### src/rtl/pwm_ramp_controller.sv
// rtl/pwm_ramp_controller.sv - slew-limited duty sequencer for the heater/fan PWM generator
// Optional watchdog fault path enabled by defining PWM_RAMP_WATCHDOG_EN.
module pwm_ramp_controller #(
  parameter int STEP_DIV  = 50000,
  parameter int STEP_SIZE = 1,
  parameter int WDT_STEPS = 1000
) (
  input  logic       i_Clock50MHz,
  input  logic       i_Reset,
  input  logic       i_TargetValid,
  input  logic [7:0] i_TargetDuty,
  output logic       o_TargetReady,
  input  logic       i_Enable,
  input  logic       i_ClearFault,
  output logic [7:0] o_DutyCycle,
  output logic       o_AtTarget,
  output logic       o_Busy,
  output logic       o_Fault,
  output logic [2:0] o_State
);

  localparam int             CW      = $clog2(STEP_DIV);
  localparam logic [CW-1:0]  CNT_MAX = CW'(STEP_DIV - 1);
  localparam logic [8:0]     STEP9   = 9'(STEP_SIZE);

  typedef enum logic [2:0] {
    IDLE      = 3'd0,
    RAMP_UP   = 3'd1,
    RAMP_DOWN = 3'd2,
    HOLD      = 3'd3,
    FAULT     = 3'd4
  } state_e;

  state_e        state_q, state_d;
  logic [CW-1:0] cnt_q, cnt_d;
  logic [7:0]    duty_q, duty_d;
  logic [7:0]    tgt_q, tgt_d;
  logic [7:0]    eff_tgt;
  logic [8:0]    up_sum, dn_diff;
  logic          tick, accept, in_fault;

`ifdef PWM_RAMP_WATCHDOG_EN
  localparam int          WW      = $clog2(WDT_STEPS + 1);
  localparam logic [WW-1:0] WDT_MAX = WW'(WDT_STEPS);
  logic [WW-1:0] wdt_q, wdt_d;
  logic          go_fault;

  assign in_fault = (state_q == FAULT);
  assign go_fault = !in_fault && !accept && (wdt_q == WDT_MAX) && (eff_tgt != 8'd0);
`else
  logic clear_fault_unused;

  assign in_fault           = 1'b0;
  assign clear_fault_unused = i_ClearFault;
`endif

  assign tick          = (cnt_q == CNT_MAX);
  assign eff_tgt       = i_Enable ? tgt_q : 8'd0;
  assign o_TargetReady = !in_fault;
  assign accept        = i_TargetValid && o_TargetReady;
  // 9-bit intermediates so a step past 255 or below 0 is seen and clamped to the target
  assign up_sum        = {1'b0, duty_q} + STEP9;
  assign dn_diff       = {1'b0, duty_q} - STEP9;

  always_comb begin
    cnt_d   = tick ? '0 : cnt_q + CW'(1);
    tgt_d   = accept ? i_TargetDuty : tgt_q;
    duty_d  = duty_q;
    state_d = state_q;

    if (tick) begin
      if (eff_tgt > duty_q) begin
        duty_d = (up_sum > {1'b0, eff_tgt}) ? eff_tgt : up_sum[7:0];
      end else if (eff_tgt < duty_q) begin
        duty_d = (dn_diff[8] || (dn_diff[7:0] < eff_tgt)) ? eff_tgt : dn_diff[7:0];
      end
    end

    case (state_q)
      FAULT: state_d = FAULT;
      default: begin
        if (eff_tgt > duty_q)      state_d = RAMP_UP;
        else if (eff_tgt < duty_q) state_d = RAMP_DOWN;
        else if (eff_tgt == 8'd0)  state_d = IDLE;
        else                       state_d = HOLD;
      end
    endcase

`ifdef PWM_RAMP_WATCHDOG_EN
    wdt_d = wdt_q;
    if (accept || eff_tgt == 8'd0) wdt_d = '0;
    else if (tick)                 wdt_d = wdt_q + WW'(1);

    // Fault drops the load at once rather than ramping it down
    if (go_fault) begin
      state_d = FAULT;
      duty_d  = 8'd0;
      tgt_d   = 8'd0;
      wdt_d   = '0;
      cnt_d   = '0;
    end else if (in_fault) begin
      state_d = i_ClearFault ? IDLE : FAULT;
      duty_d  = 8'd0;
      tgt_d   = 8'd0;
      wdt_d   = '0;
      cnt_d   = '0;
    end
`endif
  end

  always_ff @(posedge i_Clock50MHz or posedge i_Reset) begin
    if (i_Reset) begin
      state_q <= IDLE;
      cnt_q   <= '0;
      duty_q  <= 8'd0;
      tgt_q   <= 8'd0;
`ifdef PWM_RAMP_WATCHDOG_EN
      wdt_q   <= '0;
`endif
    end else begin
      state_q <= state_d;
      cnt_q   <= cnt_d;
      duty_q  <= duty_d;
      tgt_q   <= tgt_d;
`ifdef PWM_RAMP_WATCHDOG_EN
      wdt_q   <= wdt_d;
`endif
    end
  end

  assign o_DutyCycle = duty_q;
  assign o_AtTarget  = (duty_q == eff_tgt) && !in_fault;
  assign o_Busy      = (state_q == RAMP_UP) || (state_q == RAMP_DOWN);
  assign o_Fault     = in_fault;
  assign o_State     = state_q;

endmodule

### config.mk
export PLATFORM = sky130hd
export DESIGN_NAME = pwm_ramp_controller
export DESIGN_NICKNAME = d
export VERILOG_FILES = /design/src/rtl/pwm_ramp_controller.sv
export SDC_FILE = /design/constraint.sdc
export NUM_CORES = 1
export LEC_CHECK = 0
export CORE_UTILIZATION = 57
export CTS_CLUSTER_SIZE = 12
export DETAILED_ROUTE_END_ITERATION = 6
export GPL_ROUTABILITY_DRIVEN = 0
export PLACE_DENSITY = 0.8
export SLEW_MARGIN = 20
export SYNTH_ARGS = -nofsm -noshare
export SYNTH_HDL_FRONTEND = slang
export SYNTH_SLANG_ARGS = --single-unit
### constraint.sdc
create_clock -name i_Clock50MHz -period 3.8 [get_ports i_Clock50MHz]
set_clock_uncertainty 0.1 [all_clocks]
set_input_delay 1.14 -clock i_Clock50MHz [delete_from_list [all_inputs] [get_ports i_Clock50MHz]]
set_output_delay 1.14 -clock i_Clock50MHz [all_outputs]
set_load 0.02 [all_outputs]
# Yosys cells after proc, flatten, opt, wreduce, memory -nomap -nowiden
# Index checks and enable logic that the tools add are counted.
[totals]
inputBits = 13
register_bits = 35
elab_cells = 31
output_inout_bits = 15
[op_classes]
n_eq_ne = 5
mux = 10
n_lt_le_gt_ge = 4
reduce_logical = 5
n_addsub = 3
[ops]
columns = ["op", "count"]
rows = [
  ["2-to-1 mux 8 bit", 5],
  ["adder 16 x 1 -> 16 bit (second input constant)", 1],
  ["== test 16 bit (second input constant)", 1],
  ["less-than comparator 8 bit", 2],
  ["2-to-1 mux 16 bit", 1],
  ["adder 8 x 1 -> 9 bit (second input constant)", 1],
  ["greater-than comparator 9 x 8 -> 1 bit", 1],
  ["subtractor 8 x 1 -> 9 bit (second input constant)", 1],
  ["== test 8 bit", 1],
  ["greater-than comparator 8 bit", 1],
  ["logical NOT 8 bit", 1],
  ["2-to-1 mux 2 bit", 3],
  ["== test 3 x 1 -> 1 bit (second input constant)", 1],
  ["== test 3 x 2 -> 1 bit (second input constant)", 1],
  ["== test 3 bit (second input constant)", 1],
  ["2-to-1 mux 3 bit", 1],
  ["logical OR 1 bit", 2],
  ["AND reduction 2 bit", 1],
  ["nonzero test 2 bit", 1],
]

# Logic depth before layout (Yosys ltp)
# Gate-level depths: netlist of run 1.
[logic_depth]
ltp_word = 6
mapped_depth = 12
depth_no_buf = 11

# Least setup slack after synthesis of run 1
# Ideal clock, no wire load.
[synth_path]
path_type = "input to output"
from = "in i_Enable"
to = "out o_AtTarget"
setup_slack_ps = 307
stages = 7
required_time_ps = 2560
n_path_buf = 1
arrival_time_ps = 2253
path_cell_list = "clkbuf_1 nand2_1 inv_1 ha_1 and4_1 nand3_1 inv_2"
[synth_via]
elab_chain_len = 2
[synth_lines]
columns = ["item", "line_no", "source"]
rows = [
  ["start, declared", "13", "input logic i_Enable,"],
  ["2-to-1 mux 8 bit", "58", "assign eff_tgt = i_Enable ? tgt_q : 8'd0;"],
  ["== test 8 bit", "132", "assign o_AtTarget = (duty_q == eff_tgt) && !in_fault;"],
  ["end, declared", "16", "output logic o_AtTarget,"],
]
# Every way passes these cells.

# Worst setup path in the final report of run 1
# Same ends and word-level chain as after synthesis.

==> impl_metrics.yaml, run 1 <==
outcome:
  status: "complete, no violations"
logic_synthesis:
  yosys.area.top_type: "dfrtp_1"
  ys_seq_elements: 35
  synth_top_area_share_pct: 32.3
  synth_commonest_cells: "35 x dfrtp_1, 26 x ha_1, 25 x nand2_1, 21 x nand3_1, 21 x nor2_1"
  yosysUniqueCellTypes: 56
  ys_async_sr_fraction_pct: 100
  synth_area_leaders: "dfrtp_1 32%, ha_1 12%, xnor2_1 5.5%"
  yosysMostFrequentCell: "dfrtp_1"
  ys.flop_type: "dfrtp_1"
  synth_nets: 347
  avgSynthCellArea_um2: 8.79
  netlist_instances: 308
  yosysSeqAreaShare_pct: 32.3
  syn-cell-area_um2: 2710
  synth_edf_count: 0
  ys_warn_count: 0
final_layout:
  synthToLayoutAreaGrowth_pct: 24.0
  drive_above_1_share_pct: 19.8
  diodes: 0
  num-fill-cells: 332
  finalNetCount: 407
  fin_util_pct: 75.1
timing:
  rsz0062_at_grt: "no"
  maxSlewHeadroom_pct: 46.5
  fin_crit_sh_pct: 96.9
  worstMarginPinSlew_ns: 0.796
  drv_slew: 0
  finalHoldViolations: 0
  period_minus_slack_ns: 3.68
  setup_viol: 0
  max_freq_mhz: 272
  worst_hold_slack_ns: 0.386
clock_tree:
  htree_levels: 2
  cts_tree: "yes"
  cts.sinks: 35
  cts_buffers: 5
  cts_hold_buf: 0
  clk_pin_slew_ns: 0.07
  clk_latency_ns: 0.29
  clk_path_buf_depth: 2
  cts_root_buf: "clkbuf_8"
place:
  port_buffers: 24
  dpl.hpwl_um: 5450
critical_path:
  end_kind: "output port"
  r2r_slack_ns: 0.63
  critPathSlowestCell: "ha_1"
  arrival_ns: 2.44
  critPathLaunchType: "input port"
  reg2reg_to: "o_DutyCycle[6]"
  crit_required_ns: 2.56
  reg2reg_depth: 12
  path_class: "in -> out"
  crit_end: "o_AtTarget"
  path_max_fanout: 8
  crit_path_start: "i_Enable"
  crit_chain: "buf_2 > nand2_1 > inv_1 > ha_1 > and4_1 > nand3_2 > inv_2 > clkdlybuf4s15_2"
  slowest_delay_ns: 0.29
  worstReg2RegStart: "o_DutyCycle[2]"
drt:
  drt-total-wl_um: 7110
  num_vias: 2583
  ant_nets: 0
  wl_per_cell_um: 16.9
  drtPass1Iterations: 6
  via_per_inst: 6.14
  drc: 0
  drt-initial-drc-count: 269
floorplanning:
  num_rows: 24
  core_um2: 4470
  die-height_um: 70.9
  pin_count: 28
  start_util_pct: 60.5
  dieArea_um2: 5030
  die_x_um: 70.9
global_routing:
  grt_pass1_vias: 2531
  grt_overflow: 0
  grt_pass1_wl_um: 11800
  grt_use_total_pct: 30.4
  grt_max_degree: 36
  antenna_found_initial: 0
power:
  p_leak_nw: 1.46
  peakVddDrop_mv: 0.213
  power_density_nw_per_um2: 256
run:
  maxCapViolations: 0
worst_hold_path:
  worstHoldPathType: "reg -> reg"
-- state kept, by name, indices dropped and copies added (netlist names) --
signal       cells
cnt_q           16
o_DutyCycle      8
tgt_q            8
o_State          3
-- report_power, final --
| group | leakage (nW) | switching [W] | internal, W |
|---|---|---|---|
| Combinational | 0.991 | 0.000105 | 0.000102 |
| Clock | 0.0422 | 0.000134 | 0.000129 |
| Sequential | 0.431 | 0.00000673 | 0.000383 |
-- placed cells by master, fill, tap and decap left out, types with 2 or more instances in the layout --
| cell | count |
|---|---|
| inv_1 | 16 |
| conb_1 | 2 |
| a21oi_1 | 18 |
| nor4_1 | 4 |
| inv_2 | 4 |
| a221o_1 | 2 |
| and3_1 | 3 |
| a21o_1 | 4 |
| nor2_1 | 21 |
| nor2b_1 | 4 |
| o32a_1 | 3 |
| o21ai_0 | 6 |
| and4_1 | 2 |
| nor3_1 | 11 |
| dfrtp_1 | 35 |
| nand3_1 | 20 |
| and2_1 | 2 |
| buf_4 | 41 |
| xor2_1 | 9 |
| clkbuf_1 | 2 |
| nand2_2 | 3 |
| o21a_1 | 3 |
| mux2_2 | 8 |
| o21ai_1 | 7 |
| nand2_1 | 23 |
| clkdlybuf4s50_1 | 22 |
| nand4_1 | 11 |
| nand4b_1 | 3 |
| xnor2_1 | 17 |
| ha_1 | 26 |
| clkbuf_8 | 5 |
| a211o_1 | 2 |
-- layout make-up --
cell class / instances / area [um2] / area share [%]
clock buffers: 7 / 76.3 / 2.27
clock inverters: 1 / 5.00 / 0.149
inverters: 20 / 75.1 / 2.24
multi-input cells: 241 / 1720 / 51.1
flip-flops and latches: 35 / 876 / 26.1
well taps: 52 / 65.1 / 1.94
repair buffers: 65 / 544 / 16.2
-- cell families after synthesis --
logic type / after synthesis / synth area share (%)
simple gates: 120 / 23.6
compound gates: 58 / 14.8
xor+xnor: 26 / 8.41
other cells: 2 / 0.277
fa+ha+maj: 26 / 12.0
flops: 35 / 32.3
buf+inv: 32 / 4.81
mux: 9 / 3.74
-- repair_timing --
item | in CTS | in global routing
gates resized for setup | 6 | 6
buffers inserted | 0 | 0
gates cloned | 0 | 0
setup endpoints to repair | 2 | 1
-- routing by layer --
metal,track usage (%),vias to the layer above,wire length (um)
met5,0,-,0
met4,13.8,0,238
met3,4.70,33,379
met2,52.8,102,3540
met1,37.5,1223,2960
li1,-,1225,-
-- how the worst min path moves through the flow --
stage,startpoint,cells after the start,endpoint,slack [ns]
detailed placement,cnt_q[11],1,cnt_q[11],0.38
global placement,cnt_q[11],1,cnt_q[11],0.38
CTS,cnt_q[11],1,cnt_q[11],0.39
global route,cnt_q[11],1,cnt_q[11],0.41
finish,cnt_q[11],1,cnt_q[11],0.39
floorplan,cnt_q[0],1,cnt_q[0],0.35
-- stage by stage --
stage                     power [W]  setup TNS (ns)  setup WS (ns)  std cells  cell area [um2]
after detailed placement   0.000596           -2.77         -0.692        413             3270
after global placement     0.000590           -2.51         -0.631        413             3270
after global routing       0.000902               0         0.0659        421             3360
after floorplan            0.000503               0          0.307        308             2710
final                      0.000859               0          0.118        421             3360
after CTS                  0.000860               0        0.00602        421             3350
-- critical path, delay by kind of cell --
| kind | cells | cell delay [ns] |
|---|---|---|
| adders and majority gates | 1 | 0.29 |
| buffers and inverters | 4 | 0.55 |
| and+or+nand+nor | 3 | 0.46 |
No activity file was read; power rests on OpenSTA's default activity.
==> run 2: changes to the inputs <==
- CTS_CLUSTER_SIZE: 12 -> not set
- PLACE_DENSITY: 0.8 -> 0.89
==> run 2 against run 1 <==
Compared with the run above: core utilization is 0.14 points higher; hold slack better by 0.020 ns; flip-flop and latch count stayed put; final cell count is 0.24% higher; global-route usage is 1.4 points higher; register-to-register slack worse by 0.12 ns; setup slack worse by 0.019 ns; maximum frequency is 0.50% lower.
==> impl_metrics.yaml, run 2 (synthesis gave the netlist of run 1 again) <==
outcome:
  status: "complete, no violations"
critical_path:
  path_max_fanout: 8
  path_class: "in -> out"
  slowest_delay_ns: 0.31
  critPathSlowestCell: "ha_1"
  crit_required_ns: 2.56
  critPathLaunchType: "input port"
  crit_chain: "clkdlybuf4s15_2 > and2_1 > ha_1 > and4_1 > nand3_1 > inv_2 > buf_2"
  arrival_ns: 2.46
  end_kind: "output port"
place:
  dpl.hpwl_um: 5570
  dp_cells: 414
  port_buffers: 24
  place_area_um2: 3270
drt:
  drtPass1Iterations: 7
  wl_per_cell_um: 17.5
  ant_nets: 0
  drc: 0
  drt-total-wl_um: 7370
  num_vias: 2650
  drt-initial-drc-count: 329
  via_per_inst: 6.28
floorplanning:
  dieArea_um2: 5030
  die_x_um: 70.9
  pin_count: 28
  core_um2: 4470
  start_util_pct: 60.5
  die-height_um: 70.9
  num_rows: 24
clock_tree:
  htree_levels: 2
  cts.sinks: 35
  cts_root_buf: "clkbuf_8"
  clk_pin_slew_ns: 0.07
  clk_latency_ns: 0.31
  cts_buffers: 5
  clk_path_buf_depth: 2
  cts_tree: "yes"
global_routing:
  grt_pass1_wl_um: 12100
  antenna_found_initial: 0
  grt_pass1_vias: 2516
  grt_use_total_pct: 31.8
  grt_overflow: 0
  grt_max_degree: 36
run:
  maxCapViolations: 0
worst_hold_path:
  worstHoldPathType: "reg -> reg"
timing:
  finalHoldViolations: 0
  rsz0062_at_grt: "no"
  drv_slew: 0
  maxSlewHeadroom_pct: 54.7
  setup_viol: 0
  max_freq_mhz: 270
  finalSetupTns_ns: 0
  worstMarginPinSlew_ns: 0.674
  fin_crit_sh_pct: 97.4
  period_minus_slack_ns: 3.70
final_layout:
  layout_common_cells: "42 x buf_4, 35 x dfrtp_1, 26 x ha_1"
  largest_reg_flops: 16
  synthToLayoutAreaGrowth_pct: 24.3
  final_common_cell: "buf_4"
  top_register: "cnt_q"
  drive_above_1_share_pct: 20.0
  layout.cells.non_filler: 422
  final_area_um2: 3360
  diodes: 0
  finalNetCount: 408
power:
  power_density_nw_per_um2: 259
  peakVddDrop_mv: 0.297
  p_leak_nw: 1.47
run 2: cell types whose count changed in the layout (fill, tap and decap cells not counted):
| cell | before | now |
|---|---|---|
| nand3_2 | 1 | 0 |
| nand3_1 | 20 | 21 |
| clkbuf_1 | 2 | 1 |
| buf_4 | 41 | 42 |
| clkinvlp_4 | 0 | 1 |
run 2: stage by stage:
step	setup slack (ns)	utilization (%)	hold WS, ns	power [W]
floorplan	0.307	-	0.355	0.000503
global placement	-0.612	73.2	0.369	0.000584
detailed placement	-0.683	73.2	0.397	0.000593
CTS	0.0102	75.1	0.409	0.000865
global route	0.0169	75.2	0.429	0.000904
finish	0.0990	75.2	0.405	0.000872
run 2: repair_timing:
action / in CTS / in global routing
resized for setup: 6 / 4
hold buffers: 0 / 0
cloned: 0 / 0
endpoints found under the setup margin: 4 / 1
buffers inserted: 0 / 0
run 2: final cells by class:
| class | instances | area, um2 |
|---|---|---|
| sequential | 35 | 876 |
| tap | 52 | 65.1 |
| fill | 313 | 1110 |
| clock inverter | 2 | 12.5 |
| clock buffer | 6 | 72.6 |
| timing repair buffer | 66 | 552 |
| multi-input combinational | 241 | 1710 |
| inverter | 20 | 75.1 |
run 2: layer usage:
metal	wire, um	global-route usage, %	up-vias
met5	0	0	-
met2	3590	53.5	140
met4	205	15.6	0
li1	-	-	1234
met1	3060	39.7	1253
met3	513	5.56	23
run 2: power by group:
group,switching [W],internal [W]
Combinational,0.000106,0.0000995
Clock,0.000148,0.000128
Sequential,0.00000780,0.000383
run 2: worst max-delay path, delay by kind of cell:
family / cells / cell delay [ns]
adder cells (fa/ha/maj): 1 / 0.31
buffers and inverters: 3 / 0.50
AND/OR/NAND/NOR: 3 / 0.51
run 2: worst paths after layout:
path                                start             end  slack [ns]  depth (start not counted)
max                              i_Enable      o_AtTarget         0.1                          7
min                              cnt_q[0]        cnt_q[0]        0.41                          1
max reg2reg                o_DutyCycle[0]  o_DutyCycle[3]        0.51                         10
min reg2reg                      cnt_q[0]        cnt_q[0]        0.41                          1
max in group asynchronous         i_Reset        cnt_q[7]        2.14                          3
min in group asynchronous         i_Reset        tgt_q[5]        1.13                          3
==> run 3: changes to the inputs <==
- CORE_UTILIZATION: 57 -> 52
- CTS_CLUSTER_DIAMETER: not set -> 40
- PLACE_DENSITY: 0.89 -> 0.86
- clock period: 3.8 -> 3.4 ns (I/O delays scaled with it)
==> run 3 against run 2 <==
Compared with the run above: die area increased by 9.3%; cell area increased by 2.4%; register-to-register slack got worse by 0.23 ns; flip-flop and latch count unchanged; sequential share of layout area decreased by 0.61 points; highest routed layer unchanged; setup slack improved by 0.021 ns; clock power increased by 8.3%; wire length decreased by 2.3%; final cell count increased by 5.0%; first-iteration DRC count decreased by 27%; core utilization decreased by 4.6 points; critical endpoint unchanged.
==> impl_metrics.yaml, run 3 (synthesis gave the netlist of run 1 again) <==
drt:
  via_per_inst: 5.98
  num_vias: 2650
  wl_per_cell_um: 16.2
  drtPass1Iterations: 5
  dr_wl_met3_um: 478
  drt-initial-drc-count: 241
  drt-total-wl_um: 7200
  top_layer: "met4"
  routedLengthMet1_um: 3090
  dr_wl_met2_um: 3360
  drc: 0
  ant_nets: 0
critical_path:
  crit_chain: "buf_2 > nand2_1 > inv_1 > ha_1 > and3_4 > nand3_2 > inv_2 > buf_4"
  critPathTopFamily: "buffers and inverters"
  slowest_delay_ns: 0.30
  crit_path_start: "i_Enable"
  critical_path_buf_inv_count: 4
  reg2reg_depth: 10
  critPathLaunchType: "input port"
  r2r_slack_ns: 0.28
  end_kind: "output port"
  crit_cells: 8
  critPathSlowestCell: "ha_1"
  worstReg2RegStart: "o_DutyCycle[0]"
  crit_required_ns: 2.28
  reg2reg_to: "o_DutyCycle[3]"
  arrival_ns: 2.16
  path_class: "in -> out"
  crit_end: "o_AtTarget"
  path_max_fanout: 8
global_routing:
  grt_pass1_wl_um: 12200
  grt_max_degree: 24
  grt_pass1_vias: 2595
  grt_overflow: 0
  antenna_found_initial: 0
  grt_use_total_pct: 29.8
worst_hold_path:
  worstHoldPathType: "reg -> reg"
power:
  power_density_nw_per_um2: 281
  p_leak_nw: 1.50
  peakVddDrop_mv: 0.309
clock_tree:
  cts_tree: "yes"
  clk_latency_ns: 0.29
  cts_root_buf: "clkbuf_8"
  clk_path_buf_depth: 2
  cts_buffers: 5
  cts.sinks: 35
  htree_levels: 2
  clk_pin_slew_ns: 0.07
place:
  place_area_um2: 3340
  dpl.hpwl_um: 5620
  dp_slack_ns: -0.820
  dp_cells: 435
  port_buffers: 24
floorplanning:
  pin_count: 28
  dieArea_um2: 5500
  die_x_um: 74.2
  start_util_pct: 55.5
  die-height_um: 74.2
  num_rows: 25
  core_um2: 4880
final_layout:
  diodes: 0
  final_common_cell: "buf_4"
  layout_common_cells: "49 x buf_4, 35 x dfrtp_1, 26 x ha_1"
  finalNetCount: 414
  top_register: "cnt_q"
  final_area_um2: 3440
  largest_reg_flops: 16
  drive_above_1_share_pct: 22.9
  layout.cells.non_filler: 443
  synthToLayoutAreaGrowth_pct: 27.2
timing:
  worst_hold_slack_ns: 0.390
  finalHoldViolations: 0
  period_minus_slack_ns: 3.28
  finalWorstSetupSlack_ns: 0.120
  finalSetupTns_ns: 0
  setup_viol: 0
  fin_crit_sh_pct: 96.5
  rsz0062_at_grt: "no"
  max_freq_mhz: 305
  drv_slew: 0
run:
  maxCapViolations: 0
outcome:
  status: "complete, no violations"
run 3: worst min path at each step:
stage,cells past startpoint,from,endpoint
floorplan,1,cnt_q[0],cnt_q[0]
global placement,1,cnt_q[0],cnt_q[0]
detailed placement,1,cnt_q[11],cnt_q[11]
CTS,1,cnt_q[0],cnt_q[0]
global route,1,cnt_q[11],cnt_q[11]
finish,1,cnt_q[0],cnt_q[0]
run 3: cell type report:
class,count,area [um2]
Clock inverter,2,12.5
Inverter,20,75.1
Clock buffer,6,72.6
Multi-Input combinational cell,241,1730
Timing Repair Buffer,72,593
Sequential cell,35,876
Tap cell,67,83.8
Fill cell,368,1440
run 3: repair_timing:
item / CTS / global route
pin swaps: 1 / 0
buffers inserted: 0 / 0
hold buffers: 0 / 0
resized for setup: 10 / 9
hold endpoints to repair: 0 / 0
endpoints found under the setup margin: 9 / 7
run 3: layer usage:
layer | track usage [%] | up-vias
met3 | 5.96 | 30
met1 | 38.2 | 1249
met5 | 0 | -
met2 | 47.8 | 126
li1 | - | 1245
met4 | 15.4 | 0
run 3: per-stage QoR:
step	power (W)	util (%)
finish	0.000970	70.6
global route	0.00101	70.6
CTS	0.000963	70.3
detailed placement	0.000665	68.4
global placement	0.000655	68.4
floorplan	0.000562	-
run 3: power breakdown:
part	switching, W	total, W	internal (W)	leakage [nW]
Sequential	0.00000879	0.000436	0.000428	0.431
Combinational	0.000118	0.000234	0.000116	1.03
Clock	0.000156	0.000299	0.000143	0.0412
Total	0.000283	0.000970	0.000686	1.50
run 3: worst register-to-register path, delay by kind of cell, from the launching register on:
kind                     cells  cell delay (ns)
XOR/XNOR                     1             0.23
adder cells (fa/ha/maj)      2             0.62
AND/OR/NAND/NOR              3             0.51
flip-flops                   1             0.59
AO/OA/AOI/OAI                4             0.96
